`src/rtl/snn_ff_pkg.sv`:
```
// Shared types and derived-constant helpers for the synaptic update controller.
package snn_ff_pkg;

  typedef enum logic [1:0] {
    IDLE = 2'd0,
    RD   = 2'd1,
    WR   = 2'd2,
    DONE = 2'd3
  } upd_state_t;

  // Number of SRAM words per pre-synaptic neuron.
  function automatic int unsigned groups_of(int unsigned out_n, int unsigned par);
    return out_n / par;
  endfunction

  // Total number of synaptic words swept by one update.
  function automatic int unsigned depth_of(int unsigned in_n, int unsigned out_n,
                                           int unsigned par);
    return in_n * groups_of(out_n, par);
  endfunction

  // Counter width for a 0..n-1 range; never zero bits wide.
  function automatic int unsigned cnt_width(int unsigned n);
    return (n > 1) ? $clog2(n) : 1;
  endfunction

  localparam int unsigned GROUPS = groups_of(256, 4);
  localparam int unsigned DEPTH  = depth_of(784, 256, 4);

endpackage

```
`src/rtl/synaptic_update_ctrl_if.sv`:
```
// SRAM bus and inference-read handshake between controller and synaptic core.
interface synaptic_update_ctrl_if #(
  parameter int unsigned SYN_ADDR_WIDTH  = 16,
  parameter int unsigned GRAD_ADDR_WIDTH = 16
) ();
  logic                       INF_REQ;
  logic [SYN_ADDR_WIDTH-1:0]  INF_ADDR;
  logic                       INF_GNT;
  logic                       CTRL_SYNARRAY_CS;
  logic                       CTRL_SYNARRAY_WE;
  logic [SYN_ADDR_WIDTH-1:0]  CTRL_SYNARRAY_ADDR;
  logic                       CTRL_GRAD_ARRAY_CS;
  logic                       CTRL_GRAD_ARRAY_WE;
  logic [GRAD_ADDR_WIDTH-1:0] CTRL_GRAD_ARRAY_ADDR;

  modport master (
    input  INF_REQ, INF_ADDR,
    output INF_GNT,
    output CTRL_SYNARRAY_CS, CTRL_SYNARRAY_WE, CTRL_SYNARRAY_ADDR,
    output CTRL_GRAD_ARRAY_CS, CTRL_GRAD_ARRAY_WE, CTRL_GRAD_ARRAY_ADDR
  );

  modport slave (
    output INF_REQ, INF_ADDR,
    input  INF_GNT,
    input  CTRL_SYNARRAY_CS, CTRL_SYNARRAY_WE, CTRL_SYNARRAY_ADDR,
    input  CTRL_GRAD_ARRAY_CS, CTRL_GRAD_ARRAY_WE, CTRL_GRAD_ARRAY_ADDR
  );
endinterface

```
`src/rtl/synaptic_sweep_counter.sv`:
```
// Nested group/pre-neuron counter alongside a linear word address.
// The linear counter tracks pre_idx*GROUPS+grp_idx without a multiplier.
module synaptic_sweep_counter
  import snn_ff_pkg::*;
#(
  parameter int unsigned N_GROUPS = 2,
  parameter int unsigned N_DEPTH  = 8,
  parameter int unsigned N_PRE    = 4,
  localparam int unsigned ADDR_CW = cnt_width(N_DEPTH),
  localparam int unsigned GRP_CW  = cnt_width(N_GROUPS),
  localparam int unsigned PRE_CW  = cnt_width(N_PRE)
) (
  input  logic               clk,
  input  logic               rst,
  input  logic               clear,
  input  logic               advance,
  output logic [ADDR_CW-1:0] addr_cnt,
  output logic [GRP_CW-1:0]  grp_idx,
  output logic [PRE_CW-1:0]  pre_idx,
  output logic               last_word
);
  localparam logic [ADDR_CW-1:0] ADDR_LAST = ADDR_CW'(N_DEPTH - 1);
  localparam logic [GRP_CW-1:0]  GRP_LAST  = GRP_CW'(N_GROUPS - 1);

  // Step to the next word; group index wraps into the pre-neuron index.
  always_ff @(posedge clk) begin
    if (rst || clear) begin
      addr_cnt <= '0;
      grp_idx  <= '0;
      pre_idx  <= '0;
    end else if (advance) begin
      addr_cnt <= addr_cnt + 1'b1;
      if (grp_idx == GRP_LAST) begin
        grp_idx <= '0;
        pre_idx <= pre_idx + 1'b1;
      end else begin
        grp_idx <= grp_idx + 1'b1;
      end
    end
  end

  assign last_word = (addr_cnt == ADDR_LAST);

endmodule

```
`src/rtl/synaptic_update_ctrl.sv`:
```
// Weight/gradient SRAM sweep sequencer with idle-time inference read arbitration.
module synaptic_update_ctrl
  import snn_ff_pkg::*;
#(
  parameter int unsigned INPUT_NEURON          = 784,
  parameter int unsigned OUTPUT_NEURON         = 256,
  parameter int unsigned POST_NEUR_PARALLEL    = 4,
  parameter int unsigned PRE_NEUR_ADDR_WIDTH   = 10,
  parameter int unsigned POST_NEUR_ADDR_WIDTH  = 10,
  parameter int unsigned SYN_ARRAY_ADDR_WIDTH  = 16,
  parameter int unsigned GRAD_ARRAY_ADDR_WIDTH = 16
) (
  input  logic                            CLK,
  input  logic                            RST,
  input  logic                            IS_TRAIN,
  input  logic                            SPI_GATE_ACTIVITY_sync,
  input  logic                            UPDATE_START,
  output logic                            UPDATE_BUSY,
  output logic                            UPDATE_DONE,
  output logic [PRE_NEUR_ADDR_WIDTH-1:0]  CTRL_PRE_NEURON_ADDRESS,
  output logic [POST_NEUR_ADDR_WIDTH-1:0] CTRL_POST_NEURON_ADDRESS,
  synaptic_update_ctrl_if.master          bus
);
  localparam int unsigned N_GROUPS = groups_of(OUTPUT_NEURON, POST_NEUR_PARALLEL);
  localparam int unsigned N_DEPTH  = depth_of(INPUT_NEURON, OUTPUT_NEURON, POST_NEUR_PARALLEL);
  localparam int unsigned ADDR_CW  = cnt_width(N_DEPTH);
  localparam int unsigned GRP_CW   = cnt_width(N_GROUPS);
  localparam int unsigned PRE_CW   = cnt_width(INPUT_NEURON);

  upd_state_t         state;
  logic [ADDR_CW-1:0] addr_cnt;
  logic [GRP_CW-1:0]  grp_idx;
  logic [PRE_CW-1:0]  pre_idx;
  logic               last_word;
  logic               go;
  logic               advance;

  assign go      = (state == IDLE) && UPDATE_START && IS_TRAIN && !SPI_GATE_ACTIVITY_sync;
  assign advance = (state == WR) && !last_word;

  synaptic_sweep_counter #(
    .N_GROUPS (N_GROUPS),
    .N_DEPTH  (N_DEPTH),
    .N_PRE    (INPUT_NEURON)
  ) u_cnt (
    .clk       (CLK),
    .rst       (RST),
    .clear     (go),
    .advance   (advance),
    .addr_cnt  (addr_cnt),
    .grp_idx   (grp_idx),
    .pre_idx   (pre_idx),
    .last_word (last_word)
  );

  // Sweep sequencing: read, write-back, per word; gate pauses only in RD.
  always_ff @(posedge CLK) begin
    if (RST) begin
      state <= IDLE;
    end else begin
      case (state)
        IDLE:    if (go) state <= RD;
        RD:      if (!SPI_GATE_ACTIVITY_sync) state <= WR;
        WR:      state <= last_word ? DONE : RD;
        DONE:    state <= IDLE;
        default: state <= IDLE;
      endcase
    end
  end

  // Output decode and arbitration mux; everything is forced low while RST is high.
  always_comb begin
    UPDATE_BUSY              = 1'b0;
    UPDATE_DONE              = 1'b0;
    bus.INF_GNT              = 1'b0;
    bus.CTRL_SYNARRAY_CS     = 1'b0;
    bus.CTRL_SYNARRAY_WE     = 1'b0;
    bus.CTRL_SYNARRAY_ADDR   = '0;
    bus.CTRL_GRAD_ARRAY_CS   = 1'b0;
    bus.CTRL_GRAD_ARRAY_WE   = 1'b0;
    bus.CTRL_GRAD_ARRAY_ADDR = '0;
    CTRL_PRE_NEURON_ADDRESS  = '0;
    CTRL_POST_NEURON_ADDRESS = '0;
    if (!RST) begin
      CTRL_PRE_NEURON_ADDRESS  = PRE_NEUR_ADDR_WIDTH'(pre_idx);
      CTRL_POST_NEURON_ADDRESS = POST_NEUR_ADDR_WIDTH'(grp_idx)
                               * POST_NEUR_ADDR_WIDTH'(POST_NEUR_PARALLEL);
      case (state)
        IDLE: begin
          if (bus.INF_REQ) begin
            bus.INF_GNT            = 1'b1;
            bus.CTRL_SYNARRAY_CS   = 1'b1;
            bus.CTRL_SYNARRAY_ADDR = bus.INF_ADDR;
          end
        end
        RD: begin
          UPDATE_BUSY              = 1'b1;
          bus.CTRL_SYNARRAY_CS     = !SPI_GATE_ACTIVITY_sync;
          bus.CTRL_GRAD_ARRAY_CS   = !SPI_GATE_ACTIVITY_sync;
          bus.CTRL_SYNARRAY_ADDR   = SYN_ARRAY_ADDR_WIDTH'(addr_cnt);
          bus.CTRL_GRAD_ARRAY_ADDR = GRAD_ARRAY_ADDR_WIDTH'(addr_cnt);
        end
        WR: begin
          UPDATE_BUSY              = 1'b1;
          bus.CTRL_SYNARRAY_CS     = 1'b1;
          bus.CTRL_SYNARRAY_WE     = 1'b1;
          bus.CTRL_GRAD_ARRAY_CS   = 1'b1;
          bus.CTRL_GRAD_ARRAY_WE   = 1'b1;
          bus.CTRL_SYNARRAY_ADDR   = SYN_ARRAY_ADDR_WIDTH'(addr_cnt);
          bus.CTRL_GRAD_ARRAY_ADDR = GRAD_ARRAY_ADDR_WIDTH'(addr_cnt);
        end
        DONE:    UPDATE_DONE = 1'b1;
        default: UPDATE_DONE = 1'b0;
      endcase
    end
  end

endmodule

```
`src/flat_wrapper.sv`:
```
// flat-port wrapper written by rule: the top's interface ports become plain ports
module synaptic_update_ctrl_flat import snn_ff_pkg::*;
#(
  parameter int unsigned INPUT_NEURON          = 784,
  parameter int unsigned OUTPUT_NEURON         = 256,
  parameter int unsigned POST_NEUR_PARALLEL    = 4,
  parameter int unsigned PRE_NEUR_ADDR_WIDTH   = 10,
  parameter int unsigned POST_NEUR_ADDR_WIDTH  = 10,
  parameter int unsigned SYN_ARRAY_ADDR_WIDTH  = 16,
  parameter int unsigned GRAD_ARRAY_ADDR_WIDTH = 16
)
  (CLK, RST, IS_TRAIN, SPI_GATE_ACTIVITY_sync, UPDATE_START, UPDATE_BUSY, UPDATE_DONE, CTRL_PRE_NEURON_ADDRESS, CTRL_POST_NEURON_ADDRESS, bus_INF_REQ, bus_INF_ADDR, bus_INF_GNT, bus_CTRL_SYNARRAY_CS, bus_CTRL_SYNARRAY_WE, bus_CTRL_SYNARRAY_ADDR, bus_CTRL_GRAD_ARRAY_CS, bus_CTRL_GRAD_ARRAY_WE, bus_CTRL_GRAD_ARRAY_ADDR);
  synaptic_update_ctrl_if #(.SYN_ADDR_WIDTH(16), .GRAD_ADDR_WIDTH(16)) bus_i ();
  input  logic CLK;
  input  logic RST;
  input  logic IS_TRAIN;
  input  logic SPI_GATE_ACTIVITY_sync;
  input  logic UPDATE_START;
  output logic UPDATE_BUSY;
  output logic UPDATE_DONE;
  output logic [PRE_NEUR_ADDR_WIDTH-1:0] CTRL_PRE_NEURON_ADDRESS;
  output logic [POST_NEUR_ADDR_WIDTH-1:0] CTRL_POST_NEURON_ADDRESS;
  input wire logic [$bits(bus_i.INF_REQ)-1:0] bus_INF_REQ;
  input wire logic [$bits(bus_i.INF_ADDR)-1:0] bus_INF_ADDR;
  output wire logic [$bits(bus_i.INF_GNT)-1:0] bus_INF_GNT;
  output wire logic [$bits(bus_i.CTRL_SYNARRAY_CS)-1:0] bus_CTRL_SYNARRAY_CS;
  output wire logic [$bits(bus_i.CTRL_SYNARRAY_WE)-1:0] bus_CTRL_SYNARRAY_WE;
  output wire logic [$bits(bus_i.CTRL_SYNARRAY_ADDR)-1:0] bus_CTRL_SYNARRAY_ADDR;
  output wire logic [$bits(bus_i.CTRL_GRAD_ARRAY_CS)-1:0] bus_CTRL_GRAD_ARRAY_CS;
  output wire logic [$bits(bus_i.CTRL_GRAD_ARRAY_WE)-1:0] bus_CTRL_GRAD_ARRAY_WE;
  output wire logic [$bits(bus_i.CTRL_GRAD_ARRAY_ADDR)-1:0] bus_CTRL_GRAD_ARRAY_ADDR;
  assign bus_i.INF_REQ = bus_INF_REQ;
  assign bus_i.INF_ADDR = bus_INF_ADDR;
  assign bus_INF_GNT = bus_i.INF_GNT;
  assign bus_CTRL_SYNARRAY_CS = bus_i.CTRL_SYNARRAY_CS;
  assign bus_CTRL_SYNARRAY_WE = bus_i.CTRL_SYNARRAY_WE;
  assign bus_CTRL_SYNARRAY_ADDR = bus_i.CTRL_SYNARRAY_ADDR;
  assign bus_CTRL_GRAD_ARRAY_CS = bus_i.CTRL_GRAD_ARRAY_CS;
  assign bus_CTRL_GRAD_ARRAY_WE = bus_i.CTRL_GRAD_ARRAY_WE;
  assign bus_CTRL_GRAD_ARRAY_ADDR = bus_i.CTRL_GRAD_ARRAY_ADDR;
  synaptic_update_ctrl #(.INPUT_NEURON(INPUT_NEURON), .OUTPUT_NEURON(OUTPUT_NEURON), .POST_NEUR_PARALLEL(POST_NEUR_PARALLEL), .PRE_NEUR_ADDR_WIDTH(PRE_NEUR_ADDR_WIDTH), .POST_NEUR_ADDR_WIDTH(POST_NEUR_ADDR_WIDTH), .SYN_ARRAY_ADDR_WIDTH(SYN_ARRAY_ADDR_WIDTH), .GRAD_ARRAY_ADDR_WIDTH(GRAD_ARRAY_ADDR_WIDTH)) u_core (.CLK(CLK), .RST(RST), .IS_TRAIN(IS_TRAIN), .SPI_GATE_ACTIVITY_sync(SPI_GATE_ACTIVITY_sync), .UPDATE_START(UPDATE_START), .UPDATE_BUSY(UPDATE_BUSY), .UPDATE_DONE(UPDATE_DONE), .CTRL_PRE_NEURON_ADDRESS(CTRL_PRE_NEURON_ADDRESS), .CTRL_POST_NEURON_ADDRESS(CTRL_POST_NEURON_ADDRESS), .bus(bus_i));
endmodule
```
`config.mk`:
```
export PLATFORM = sky130hd
export DESIGN_NAME = synaptic_update_ctrl_flat
export DESIGN_NICKNAME = d
export VERILOG_FILES = /design/src/rtl/snn_ff_pkg.sv /design/src/rtl/synaptic_update_ctrl_if.sv /design/src/rtl/synaptic_sweep_counter.sv /design/src/rtl/synaptic_update_ctrl.sv /design/src/flat_wrapper.sv
export SDC_FILE = /design/constraint.sdc
export NUM_CORES = 1
export LEC_CHECK = 0
export ABC_AREA = 1
export ABC_CLOCK_PERIOD_IN_PS = 2000
export CORE_MARGIN = 2
export CORE_UTILIZATION = 42
export CTS_BUF_LIST = sky130_fd_sc_hd__clkbuf_16
export CTS_CLUSTER_SIZE = 30
export DETAILED_ROUTE_END_ITERATION = 7
export PLACE_DENSITY = 0.82
export REMOVE_ABC_BUFFERS = 1
export SLEW_MARGIN = 10
export SYNTH_ARGS = -nofsm -noshare
export SYNTH_HDL_FRONTEND = slang
export SYNTH_HIERARCHICAL = 1
export SYNTH_SLANG_ARGS = --single-unit
```
`constraint.sdc`:
```
create_clock -name CLK -period 2 [get_ports CLK]
set_clock_uncertainty 0.1 [all_clocks]
set_input_delay 0.2 -clock CLK [delete_from_list [all_inputs] [get_ports CLK]]
set_output_delay 0.2 -clock CLK [all_outputs]
set_load 0.005 [all_outputs]
```
## After elaboration in Yosys (flattened, before gate mapping)

Cells that the tools add are included.

| storage, ports and cells | value |
|---|---|
| bits in registers | 34 |
| bits in latches | 0 |
| RAM bits | 0 |
| ROM bits | 0 |
| bits of input ports | 22 |
| output and inout bits | 59 |
| logic and storage cells | 50 |
| memories | 0 |

| operators by class | value |
|---|---|
| $add $sub $neg | 3 |
| $mul | 0 |
| div/mod/pow operators | 0 |
| magnitude comparators | 0 |
| equal/unequal tests | 7 |
| shift-type cells | 0 |
| multiplexer cells | 25 |
| bitwise gates (word level) | 0 |
| reductions and logical operators | 11 |

Operators by type and width:

| operator | number |
|---|---|
| $mux W16 | 4 |
| $pmux W16 S2 | 1 |
| $add A16 B1 Y16 const B | 1 |
| $eq A16 B16 Y1 const B | 1 |
| $mux W1 | 11 |
| $add A10 B1 Y10 const B | 1 |
| $mux W10 | 1 |
| $mux W8 | 1 |
| $pmux W2 S4 | 1 |
| $add A6 B1 Y6 const B | 1 |
| $eq A6 B6 Y1 const B | 1 |
| $mux W2 | 3 |
| $mux W6 | 1 |
| $eq A2 B2 Y1 const B | 2 |
| $logic_and A1 B1 Y1 | 4 |
| $ne A2 B2 Y1 const B | 2 |
| $reduce_and A2 Y1 | 2 |
| $pmux W1 S3 | 1 |
| $eq A2 B1 Y1 const B | 1 |
| $logic_not A1 Y1 | 2 |
| $logic_not A2 Y1 | 1 |
| $pmux W1 S2 | 1 |
| $reduce_or A2 Y1 | 1 |
| $logic_or A1 B1 Y1 | 1 |

## Longest topological paths before layout

Gate-level depths: netlist of the first run.

| logic depth | value |
|---|---|
| depth in word-level cells | 6 |
| depth in mapped cells | 12 |
| mapped depth without buffers | 12 |

## By module

The synthesis of the first run kept the hierarchy.

Modules (own cells, without submodules):

| module | times used | cells an instance | area each (µm²) | seq. area each (µm²) |
|---|---|---|---|---|
| synaptic_sweep_counter | 1 | 220 | 1565.3 | 640.6 |
| synaptic_update_ctrl | 1 | 162 | 858.3 | 40.0 |

## Least setup slack after synthesis of the first run

No wires, ideal clock.

| path | value |
|---|---|
| path kind | register -> register |
| from | register u_core.u_cnt.addr_cnt[0] |
| to | register u_core.u_cnt.grp_idx[5] |
| library setup time | 0.114 ns |
| arrival | 1.623 ns |
| required time | 1.786 ns |
| slack | 0.163 ns |
| cell stages (with the launch flop) | 11 |
| buffers on the path | 1 |
| period minus slack after synthesis | 1.837 ns |
| path through | dfxtp_1 -> ha_1 -> nand3_1 -> nor4_1 -> nor2_1 -> buf_6 -> nand2_1 -> nor2_1 -> nand2_1 -> xor2_1 -> nor2_1 |

| on the way | value |
|---|---|
| cells in the longest elaborated chain, start to end | 3 |

Ends and longest elaborated chain:

| what | RTL line | RTL |
|---|---|---|
| start, declared | synaptic_sweep_counter.sv:17 | `output logic [ADDR_CW-1:0] addr_cnt,` |
| start signal, assigned | synaptic_sweep_counter.sv:32 | `addr_cnt <= addr_cnt + 1'b1;` |
| $eq A16 B16 Y1 | synaptic_sweep_counter.sv:42 | `assign last_word = (addr_cnt == ADDR_LAST);` |
| via u_core.last_word | synaptic_update_ctrl.sv:34 | `logic last_word;` |
| $logic_not A1 Y1 | synaptic_update_ctrl.sv:39 | `assign advance = (state == WR) && !last_word;` |
| $logic_and A1 B1 Y1 | synaptic_update_ctrl.sv:39 |  |
| via u_core.advance | synaptic_update_ctrl.sv:36 | `logic advance;` |
| end signal, assigned | synaptic_sweep_counter.sv:37 | `grp_idx <= grp_idx + 1'b1;` |
| end, declared | synaptic_sweep_counter.sv:18 | `output logic [GRP_CW-1:0] grp_idx,` |

The timed path passes the listed nets, and every way through them passes these cells.
A chain may end at the register's enable or synchronous reset.

## Worst setup path in the final report of the first run

| path | value |
|---|---|
| from | register u_core.state[1] |
| to | output port bus_CTRL_SYNARRAY_ADDR[3] |

| on the way | value |
|---|---|
| cells in the longest elaborated chain, start to end | 4 |
| elaborated cells on any way between the ends | 6 |
| classes of those cells | eq/ne (2); mux (2); reduce/logical (2) |

Ends and longest elaborated chain:

| what | RTL line | RTL |
|---|---|---|
| start, declared | synaptic_update_ctrl.sv:30 | `upd_state_t state;` |
| start signal, assigned | synaptic_update_ctrl.sv:64 | `WR: state <= last_word ? DONE : RD;` |
| $eq A2 B1 Y1 or $eq A2 B2 Y1 (tied branches) | synaptic_update_ctrl.sv:88 | `case (state)` |
| $reduce_or A2 Y1 (no line) | -- |  |
| $pmux W16 S2 (*) | synaptic_update_ctrl.sv:88 |  |
| $mux W16 (*) | synaptic_update_ctrl.sv:84 | `if (!RST) begin` |
| end, declared | flat_wrapper.sv:28 | `output wire logic [$bits(bus_i.CTRL_SYNARRAY_ADDR)-1:0] bus_CTRL_SYNARRAY_ADDR;` |

Mark *: on every way between the ends. The rest lies on a longest branch, timed or not.

==> run metrics, run 1 <==
outcome finished, final reports clean; met2 routed WL 3410 um; vias in the first global route 2532; number of warnings issued by yosys 6; pin count of the biggest net entering global routing 22; critical path capture point type output port; post-layout min period 1990 ps; Final Cycle Share 0.994; post-synth cell types 30; register-to-register path setup slack 120 ps; most numerous cell on the critical path sky130_fd_sc_hd__buf_4; antenna cell count 0; worst-case clock buffer depth 2; Static Leak 0.00162 uW; fmax 503 MHz; number of detailed-route iterations in the first pass 4; cell at the slowest stage of the critical path sky130_fd_sc_hd__dfxtp_2; Avg Cell Area, Syn 6.34 um2; timing startpoint of the critical path u_core/state[1]; first-pass GRT wire length 11300 um; Routed Antenna Nets 0; Filler Cells Inserted 467; leftover overflow at the end of global routing 0; Core Box Area 5540 um2; area of the mapped netlist 2420 um2; RSZ-0062 raised after global routing true; Async S/R FF share, synth 0; kind of critical path flop to output port; source-to-sink clock delay at the later pin of the worst-skew pair 280 ps; final estimated routing congestion in global placement 0.910; data arrival at the endpoint of the critical path 1690 ps; count of nets after finishing 523; Starting Density 0.437; worst hold path type flop to flop; instance count of the mapped netlist 382; Routed wire per std cell 12.6 um; worst reg2reg path endpoint u_core/u_cnt/grp_idx[5]; Die Wd 80.0 um; routed wire length 7110 um; final critical-path setup slack 12.5 ps; port buffer count 76; metal3 WL 666 um; cell row count 27; category of the worst setup path launch point flop; required time of the critical path 1700 ps; number of DRC markers after the initial detailed-route iteration 192; total routing resource utilization after global routing 0.218; CP max FO 7; CP Cell Sequence buf_4, ha_2, nor2_4, clkinv_4, buf_6, buf_4, a21oi_2, buf_2; top routing layer used met4; WP depth 8; Clk Tree Root Cell sky130_fd_sc_hd__clkbuf_16; # setup viols final 0; total DRC errors in the routed layout 0; setup TNS 0 ps; most used flip-flop cell after synthesis sky130_fd_sc_hd__dfxtp_1; number of CTS-inserted buffers 5; Post-DP HPWL 5040 um; clock slew seen by the registers of the worst setup and hold paths 50 ps; buffers and inverters on the worst path 5; CTS Sinks 34; worst flop-to-flop path startpoint u_core/u_cnt/addr_cnt[6]; vertical extent of the die 80.0 um; family of cells with the greatest summed delay on the critical path buffers and inverters; die area 6390 um2; post-route design area 3690 um2; share of cells above drive strength 1 0.207; Max H-tree Level 2; initial antenna violation count 0; worst setup slack after placement -38.2 ps; CTS tree done; number of max-cap violations 0; I/O pin count 81; maximum VDD drop 512 uV; wire length the detailed router placed on met1 2860 um; number of synthesized flops with an enable pin 0; final-report hold violation count 0; final number of max-transition violations 0; capturing element of the worst setup path bus_CTRL_SYNARRAY_ADDR[3]; Worst path max stage delay 340 ps; routed vias 2877; number of storage elements in the synthesis netlist 34; power density over the cells 816 nW/um2; placed cell areas 3400 um2; length in cells of the worst reg-to-reg path 11; share of the yosys chip area belonging to registers 0.281; Layout area overhead 52.5%; ratio of routed vias to standard cells 5.09
logic make-up after synthesis:
kind of cell,after synthesis,synth area share
and+or+nand+nor,220,0.395
AOI/OAI and AO/OA,46,0.116
buffers and inverters,67,0.142
adders and majority gates,9,0.0465
other,1,0.00155
xor gates and xnor gates,5,0.0181
DFF,34,0.281
Yosys cell counts (all sizes together) (3+ instances only):
cell type | instances | area (um2)
inv | 47 | 176
buf | 19 | 154
nand3 | 38 | 195
nor3 | 9 | 45.0
o21ai | 4 | 20.0
ha | 9 | 113
nor2 | 84 | 350
nand2 | 81 | 312
dfxtp | 34 | 681
xor2 | 3 | 26.3
a21oi | 38 | 228
nand4 | 3 | 18.8
layout make-up:
class / instances / area, um2 / share of cell area
clock buffers: 5 / 125 / 0.0339
clock inverters: 3 / 16.3 / 0.00440
inverters: 47 / 181 / 0.0491
multi-input cells: 284 / 1500 / 0.405
flip-flops and latches: 34 / 684 / 0.185
well taps: 72 / 90.1 / 0.0244
repair buffers: 120 / 1100 / 0.298
routing by layer:
metal | up-vias | global-route usage
met5 | - | 0
met4 | 0 | 0.0729
met3 | 22 | 0.0611
met2 | 126 | 0.380
met1 | 1309 | 0.255
li1 | 1420 | -
report_power, final:
part           internal [uW]  switching [uW]  total, uW
Sequential               720            33.4        753
Clock                    453             273        726
Combinational            759             778       1540
timing repair:
action,4_1_cts,5_1_grt
resized for setup,54,31
setup endpoints to repair,44,25
endpoints found under the hold margin,0,0
buffers inserted,7,6
hold buffers,0,0
pin swaps,2,3
stage by stage:
stage	instances	hold slack, ps	power, uW	utilization
CTS	559	398	2960	0.650
detailed placement	544	388	2090	0.614
global placement	544	378	2060	0.614
floorplan	365	256	1390	-
finish	565	396	3020	0.667
global route	565	410	3230	0.667
worst register-to-register path: stages, from the launching register on:
cell,delay (ps)
sky130_fd_sc_hd__dfxtp_2,360
sky130_fd_sc_hd__nand2_4,80
sky130_fd_sc_hd__nor2_4,130
sky130_fd_sc_hd__nand2_2,80
sky130_fd_sc_hd__nor4_4,350
sky130_fd_sc_hd__nor2_4,100
sky130_fd_sc_hd__buf_4,170
sky130_fd_sc_hd__nand2_1,70
sky130_fd_sc_hd__nor2_1,60
sky130_fd_sc_hd__nand2_1,70
sky130_fd_sc_hd__xor2_1,150
sky130_fd_sc_hd__nor2_1,50
worst min path at each step:
stage	from	to	slack [ps]	depth (start not counted)
after floorplan	RST	u_core/state[1]	260	3
after global placement	u_core/u_cnt/pre_idx[0]	u_core/u_cnt/pre_idx[0]	380	1
after detailed placement	u_core/u_cnt/pre_idx[0]	u_core/u_cnt/pre_idx[0]	390	1
after CTS	u_core/u_cnt/grp_idx[1]	u_core/u_cnt/grp_idx[1]	400	2
after global routing	u_core/u_cnt/pre_idx[0]	u_core/u_cnt/pre_idx[0]	410	1
final	u_core/u_cnt/grp_idx[1]	u_core/u_cnt/grp_idx[1]	400	2
state kept, by name, indices dropped and copies added, names as in the netlist:
| signal | flops |
|---|---|
| u_core/u_cnt/addr_cnt | 16 |
| u_core/u_cnt/pre_idx | 10 |
| u_core/u_cnt/grp_idx | 6 |
| u_core/state | 2 |
placed cells by master (no fill, tap or decap), types with 2 or more instances in the layout:
cell type                         count
sky130_fd_sc_hd__nand3_2              2
sky130_fd_sc_hd__nand2_2              3
sky130_fd_sc_hd__buf_4               38
sky130_fd_sc_hd__buf_12               5
sky130_fd_sc_hd__clkdlybuf4s15_1      7
sky130_fd_sc_hd__nor3_1               9
sky130_fd_sc_hd__clkbuf_16            5
sky130_fd_sc_hd__xor2_1               3
sky130_fd_sc_hd__nor3b_1              2
sky130_fd_sc_hd__clkbuf_2             5
sky130_fd_sc_hd__nor2_2               5
sky130_fd_sc_hd__nor2_4               6
sky130_fd_sc_hd__a21oi_2             12
sky130_fd_sc_hd__ha_4                 2
sky130_fd_sc_hd__nor2_1              73
sky130_fd_sc_hd__conb_1               4
sky130_fd_sc_hd__ha_1                 6
sky130_fd_sc_hd__dlygate4sd2_1       21
sky130_fd_sc_hd__inv_2                4
sky130_fd_sc_hd__and3_2               2
sky130_fd_sc_hd__dfxtp_2              3
sky130_fd_sc_hd__xnor2_1              2
sky130_fd_sc_hd__inv_1               42
sky130_fd_sc_hd__clkdlybuf4s50_1     41
sky130_fd_sc_hd__a21oi_1             26
sky130_fd_sc_hd__dfxtp_1             31
sky130_fd_sc_hd__nand4_1              3
sky130_fd_sc_hd__nand3_1             36
sky130_fd_sc_hd__o21ai_0              4
sky130_fd_sc_hd__nand2_1             77
No activity file was read; power rests on OpenSTA's default activity.
==> run 2, diff against run 1 <==
--- a/config.mk
+++ b/config.mk
@@ -6,13 +6,13 @@
 export NUM_CORES = 1
 export LEC_CHECK = 0
 export ABC_AREA = 1
-export ABC_CLOCK_PERIOD_IN_PS = 2000
 export CORE_MARGIN = 2
 export CORE_UTILIZATION = 42
 export CTS_BUF_LIST = sky130_fd_sc_hd__clkbuf_16
 export CTS_CLUSTER_SIZE = 30
 export DETAILED_ROUTE_END_ITERATION = 7
-export PLACE_DENSITY = 0.82
+export HOLD_SLACK_MARGIN = 0.1
+export PLACE_DENSITY_LB_ADDON = 0.05
 export REMOVE_ABC_BUFFERS = 1
 export SLEW_MARGIN = 10
 export SYNTH_ARGS = -nofsm -noshare
==> run 2 against run 1 <==
Compared with the run above: first-iteration DRC count down 38%; sequential power up 0.7%; flip-flop and latch count unchanged; clock power down 2%; global-route usage down 0.97 points; non-clock buffer count unchanged; highest routed layer unchanged.
==> run metrics, run 2 (same netlist as run 1, synthesis figures left out) <==
Die Wd 80.0 um (unchanged); cell row count 27 (unchanged); antenna cell count 0 (unchanged); switching power 1100 uW (+1.1%); worst reg2reg path endpoint u_core/u_cnt/addr_cnt[10]; pin count of the biggest net entering global routing 21 (-4.5%); relative contribution of sequential cells to total power 0.240 (-0.010); highest-count cells in the layout ignoring fill and taps 77 x sky130_fd_sc_hd__nand2_1, 74 x sky130_fd_sc_hd__nor2_1, 43 x sky130_fd_sc_hd__inv_1; worst hold path type flop to flop; category of the worst setup path launch point flop; final critical-path setup slack 59.0 ps (+46.5 ps); kind of critical path flop to output port; initial antenna violation count 0 (unchanged); post-layout instance count excluding filler cells 565 (unchanged); hold path depth 2 (unchanged); post-layout min period 1940 ps (-46.5 ps); placed cell count 544 (unchanged); post-layout utilization of the core 0.669 (+0.00248); data arrival at the endpoint of the critical path 1640 ps (-50 ps); final estimated routing congestion in global placement 0.837 (-8.0%); CP max FO 5 (-2); CTS tree done; critical path capture point type output port; port buffer count 76 (unchanged); area used by sequential logic in the layout 688 um2 (+0.55%); capturing element of the worst setup path bus_CTRL_SYNARRAY_ADDR[15]; Starting Density 0.437 (unchanged); number of DRC markers after the initial detailed-route iteration 119 (-38%); register with the most flip-flops u_core/u_cnt/addr_cnt; share of cells above drive strength 1 0.213 (+0.00609); routed vias 2740 (-4.8%); Clk Tree Root Cell sky130_fd_sc_hd__clkbuf_16; Filler Cells Inserted 512 (+9.6%); Routed wire per std cell 11.9 um (-5.6%); vias in the first global route 2392 (-5.5%); outcome finished, final reports clean; total DRC errors in the routed layout 0 (unchanged); buffers and inverters on the worst path 5 (unchanged); portion of total power attributed to combinational logic 0.533 (+0.024); clock slew seen by the registers of the worst setup and hold paths 50 ps (about the same); timing startpoint of the critical path u_core/state[1]; I/O pin count 81 (unchanged); WP depth 8 (unchanged); Core Box Area 5540 um2 (unchanged); Worst path max stage delay 360 ps (+20 ps); required time of the critical path 1700 ps (about the same); routed wire length 6710 um (-5.6%); switching share of total power 0.347 (-0.0121); Int Power 2060 uW (+6.6%); area of the multi-input gates 1510 um2 (+1.0%); vertical extent of the die 80.0 um (unchanged); Layout area overhead 53.0%; number of max-cap violations 0 (unchanged); worst-case clock buffer depth 2 (unchanged); final-report hold violation count 0 (unchanged); Pwr Total 3160 uW (+4.6%); registers with the most flip-flops u_core/u_cnt/addr_cnt: 16 flops, u_core/u_cnt/pre_idx: 10 flops, u_core/u_cnt/grp_idx: 6 flops; family of cells with the greatest summed delay on the critical path buffers and inverters; number of flip-flops in the largest register 16 (unchanged); source-to-sink clock delay at the later pin of the worst-skew pair 270 ps (about the same); most common cell after layout, fill and taps aside sky130_fd_sc_hd__nand2_1; Post-DP HPWL 5050 um (about the same); # setup viols final 0 (unchanged); worst flop-to-flop path startpoint u_core/u_cnt/addr_cnt[6]; Max H-tree Level 2 (unchanged); Routed Antenna Nets 0 (unchanged); fmax 515 MHz (+2.4%); total routing resource utilization after global routing 0.208 (-0.00972); leftover overflow at the end of global routing 0 (unchanged); Static Leak 0.00169 uW (+4.8%); CTS Sinks 34 (unchanged); cell at the slowest stage of the critical path sky130_fd_sc_hd__dfxtp_2; register-to-register path setup slack 100 ps (-20 ps); number of CTS-inserted buffers 5 (unchanged); length in cells of the worst reg-to-reg path 12 (+1); CTS Hold Buffers Added 0 (unchanged); final number of max-transition violations 0 (unchanged); maximum VDD drop 476 uV (-7.1%); first-pass GRT wire length 10700 um (-5.1%); power density over the cells 851 nW/um2 (+4.2%); worst setup slack after placement -124 ps (-86.3 ps); Clk network pwr share 0.227 (-0.014); Final Cycle Share 0.971 (-0.0232); number of detailed-route iterations in the first pass 4 (unchanged); CP Cell Sequence inv_2, buf_6, ha_4, buf_12, buf_4, nand3_1, a21oi_1, dlygate4sd2_1; ratio of routed vias to standard cells 4.85 (-4.8%); die area 6390 um2 (unchanged); count of nets after finishing 523 (unchanged)
## run 2: changes by cell type in the layout (fill, tap and decap cells not counted), sizes merged
cell,delta
dlygate4sd2,+4
clkdlybuf4s50,-3
clkinv,-1
dlymetal6s2s,+3
clkbuf,+5
clkdlybuf4s15,-8
inv,+2
clkinvlp,-1
buf,-1
## run 2: how the worst min path moves through the flow
stage	end	from	slack (ps)
final	u_core/u_cnt/grp_idx[1]	u_core/u_cnt/grp_idx[1]	390
after global routing	u_core/u_cnt/grp_idx[1]	u_core/u_cnt/grp_idx[1]	440
after CTS	u_core/u_cnt/grp_idx[1]	u_core/u_cnt/grp_idx[1]	400
after detailed placement	u_core/u_cnt/grp_idx[1]	u_core/u_cnt/grp_idx[1]	390
after global placement	u_core/u_cnt/pre_idx[0]	u_core/u_cnt/pre_idx[0]	380
after floorplan	u_core/state[1]	RST	260
## run 2: final cells by class
type | instances | share of cell area
multi-input combinational | 284 | 0.407
timing repair buffer | 120 | 0.296
sequential | 34 | 0.186
inverter | 47 | 0.0503
clock buffer | 5 | 0.0337
tap | 72 | 0.0243
clock inverter | 3 | 0.00337
## run 2: repair_timing
item	4_1_cts	5_1_grt
resized for setup	61	30
setup endpoints to repair	53	33
pin swaps	2	5
setup buffers	8	5
gates cloned	0	0
## run 2: metrics by stage
step	hold slack (ps)	cell area [um2]	setup TNS (ps)
3_3_place_gp	376	3410	-644
2_1_floorplan	256	2270	-781
3_5_place_dp	390	3410	-743
5_1_grt	437	3710	-63.2
4_1_cts	396	3660	0
6_report	393	3710	0
## run 2: power by group through the flow
stage | Combinational, uW | Sequential (uW) | Clock (uW)
CTS | 1620 | 752 | 739
finish | 1680 | 758 | 715
floorplan | 615 | 771 | 0
detailed placement | 1330 | 758 | 0
global route | 1830 | 759 | 773
global placement | 1340 | 757 | 0
## run 2: worst register-to-register path: cells and delay by family (launching register included)
family        cells  cell delay [ps]
simple gates     10             1090
flops             1              360
buf+inv           2              280
## run 2: per-layer routing
metal,vias up,wire (um),global-route usage,share of wire
li1,1421,-,-,-
met1,1226,3020,0.256,0.45
met2,89,3100,0.360,0.46
met3,4,554,0.0543,0.083
met4,0,34,0.0508,0.0051
met5,-,0,0,0
==> variant, RTL diff (settings of run 2) <==
`POST_NEUR_PARALLEL` is set to 4 in 2 places; all go to 6.
--- a/src/rtl/synaptic_update_ctrl.sv
+++ b/src/rtl/synaptic_update_ctrl.sv
@@ -4,7 +4,7 @@
 #(
   parameter int unsigned INPUT_NEURON          = 784,
   parameter int unsigned OUTPUT_NEURON         = 256,
-  parameter int unsigned POST_NEUR_PARALLEL    = 4,
+  parameter int unsigned POST_NEUR_PARALLEL    = 6,
   parameter int unsigned PRE_NEUR_ADDR_WIDTH   = 10,
   parameter int unsigned POST_NEUR_ADDR_WIDTH  = 10,
   parameter int unsigned SYN_ARRAY_ADDR_WIDTH  = 16,
--- a/src/flat_wrapper.sv
+++ b/src/flat_wrapper.sv
@@ -3,7 +3,7 @@
 #(
   parameter int unsigned INPUT_NEURON          = 784,
   parameter int unsigned OUTPUT_NEURON         = 256,
-  parameter int unsigned POST_NEUR_PARALLEL    = 4,
+  parameter int unsigned POST_NEUR_PARALLEL    = 6,
   parameter int unsigned PRE_NEUR_ADDR_WIDTH   = 10,
   parameter int unsigned POST_NEUR_ADDR_WIDTH  = 10,
   parameter int unsigned SYN_ARRAY_ADDR_WIDTH  = 16,
Function: changed (Yosys sat finds a counterexample within 4 cycles, from zero or initial values and one cycle with RST high).
==> variant against run 2 <==
  * The run now ends with negative setup slack left
  * Cell area is 8.1% higher
  * Combinational power is 50% lower
  * Area after synthesis is 8.6% higher
  * Wire length is 4.9% higher
  * Worst setup slack worse by 0.12 ns
  * Total power is 27% lower
  * Critical path depth is 2 higher
  * Sequential cell count stayed put
  * Sequential power is 5.1% lower
  * Via count is 9.0% higher
  * Final cell count is 10% higher
  * Non-clock buffer count is 3 higher
  * Count of clock-buffer cells in the layout stayed put
  * Largest cell class unchanged
==> variant: results (changes against run 2) <==
.. list-table::
   :header-rows: 1

   * - Metric
     - Value
   * - IR drop worst, VDD
     - 0.471 mV (-0.98%)
   * - Largest net degree at the start of global routing
     - 29 (+38%)
   * - Post-synth top cells
     - nand2_1 (96), nor2_1 (85), inv_1 (59)
   * - Int Pwr
     - 1.57 mW (-24%)
   * - Number of global-route vias before repair
     - 2813 (+18%)
   * - Overall fraction of global-route tracks in use
     - 20.2% (-0.61 points)
   * - Post-Synthesis Cells
     - 435 (+14%)
   * - End of the worst register-to-register path
     - u_core/u_cnt/grp_idx[5]$_SDFFE_PP0P_
   * - Number of cells on the worst reg-to-reg path
     - 11 (-1)
   * - Endpoint of the most critical setup path
     - CTRL_POST_NEURON_ADDRESS[6]
   * - Drt first-iter violations
     - 82 (-31%)
   * - Routed metal-1 wire length
     - 3.06 mm (+1.1%)
   * - Largest cells by area after synthesis
     - dfxtp_1 (26%), nand2_1 (14%), nor2_1 (12%)
   * - Count of unique library cells instantiated by Yosys
     - 27 (-10%)
   * - Met3 Track Usage GR
     - 2.78% (-2.6 points)
   * - Wire length of the first global-routing pass
     - 12.0 mm (+12%)
   * - Critical path's top delay family
     - adder cells
   * - Final worst setup slack
     - -0.0602 ns (-0.119 ns)
   * - Worst setup startpoint
     - u_core/u_cnt/grp_idx[1]$_SDFFE_PP0P_
   * - Vias per Instance
     - 4.79 (-1.2%)
   * - Half-perimeter wire length after placement
     - 5.42 mm (+7.4%)
   * - Hold Path Origin
     - u_core/u_cnt/addr_cnt[5]$_SDFFE_PP0P_
   * - Post-route setup TNS
     - -0.0895 ns (-0.0895 ns)
   * - Sequential logic power
     - 0.719 mW (-5.1%)
   * - Wire length on met2
     - 3.68 mm (+19%)
   * - Number of nets at the end of the flow
     - 586 (+12%)
   * - GR Layer Usage met1
     - 23.3% (-2.3 points)
   * - Met3 wire length
     - 187 um (-66%)
   * - Static power due to leakage
     - 1.84 nW (+8.6%)
   * - Status
     - finished with violations
   * - Met2 Use GR
     - 37.5% (+1.5 points)
   * - Critical Path Fanout Max
     - 3 (-2)
   * - Vias
     - 2986 (+9.0%)
   * - Average wire per cell in the routed design
     - 11.3 um (-4.9%)
   * - Violations in the final reports
     - negative setup slack
   * - Cell at the slowest stage of the critical path
     - dfxtp_4
   * - Number of placed instances with taps included
     - 608 (+12%)
   * - Final setup vio count
     - 2 (+2)
   * - Placed cell area
     - 3720 sq um (+8.9%)
   * - Routability Congestion
     - 0.825 (-1.4%)
-- variant: cell types whose count changed in the layout (fill, tap and decap cells not counted), moves of 4 or more --
cell	delta
a21oi_2	-8
clkbuf_2	-8
nand3_1	+4
o21ai_0	+4
nor2_1	+10
nor2_4	-6
dlygate4sd2_1	+11
inv_1	+13
ha_1	+5
a21oi_1	+13
nand2_1	+16
-- variant: what timing repair did --
item                                    4_1_cts  5_1_grt
setup buffers                                 7        1
resized for setup                            70       21
pin swaps                                     6        8
endpoints found under the setup margin       62       17
-- variant: cell families after synthesis --
kind of cell	synth area share [%]
other	0.143
flip-flops	25.9
adder cells (fa/ha/maj)	8.37
buffers and inverters	14.3
AND/OR/NAND/NOR	38.3
XOR/XNOR	2.66
AO/OA/AOI/OAI	10.4
-- variant: layout make-up --
type                    count  area, sq um
flip-flops and latches     34          689
multi-input cells         320         1700
clock inverters             3         12.5
clock buffers               5          125
repair buffers            123         1140
fillers                   553         1980
well taps                  75         93.8
inverters                  63          244
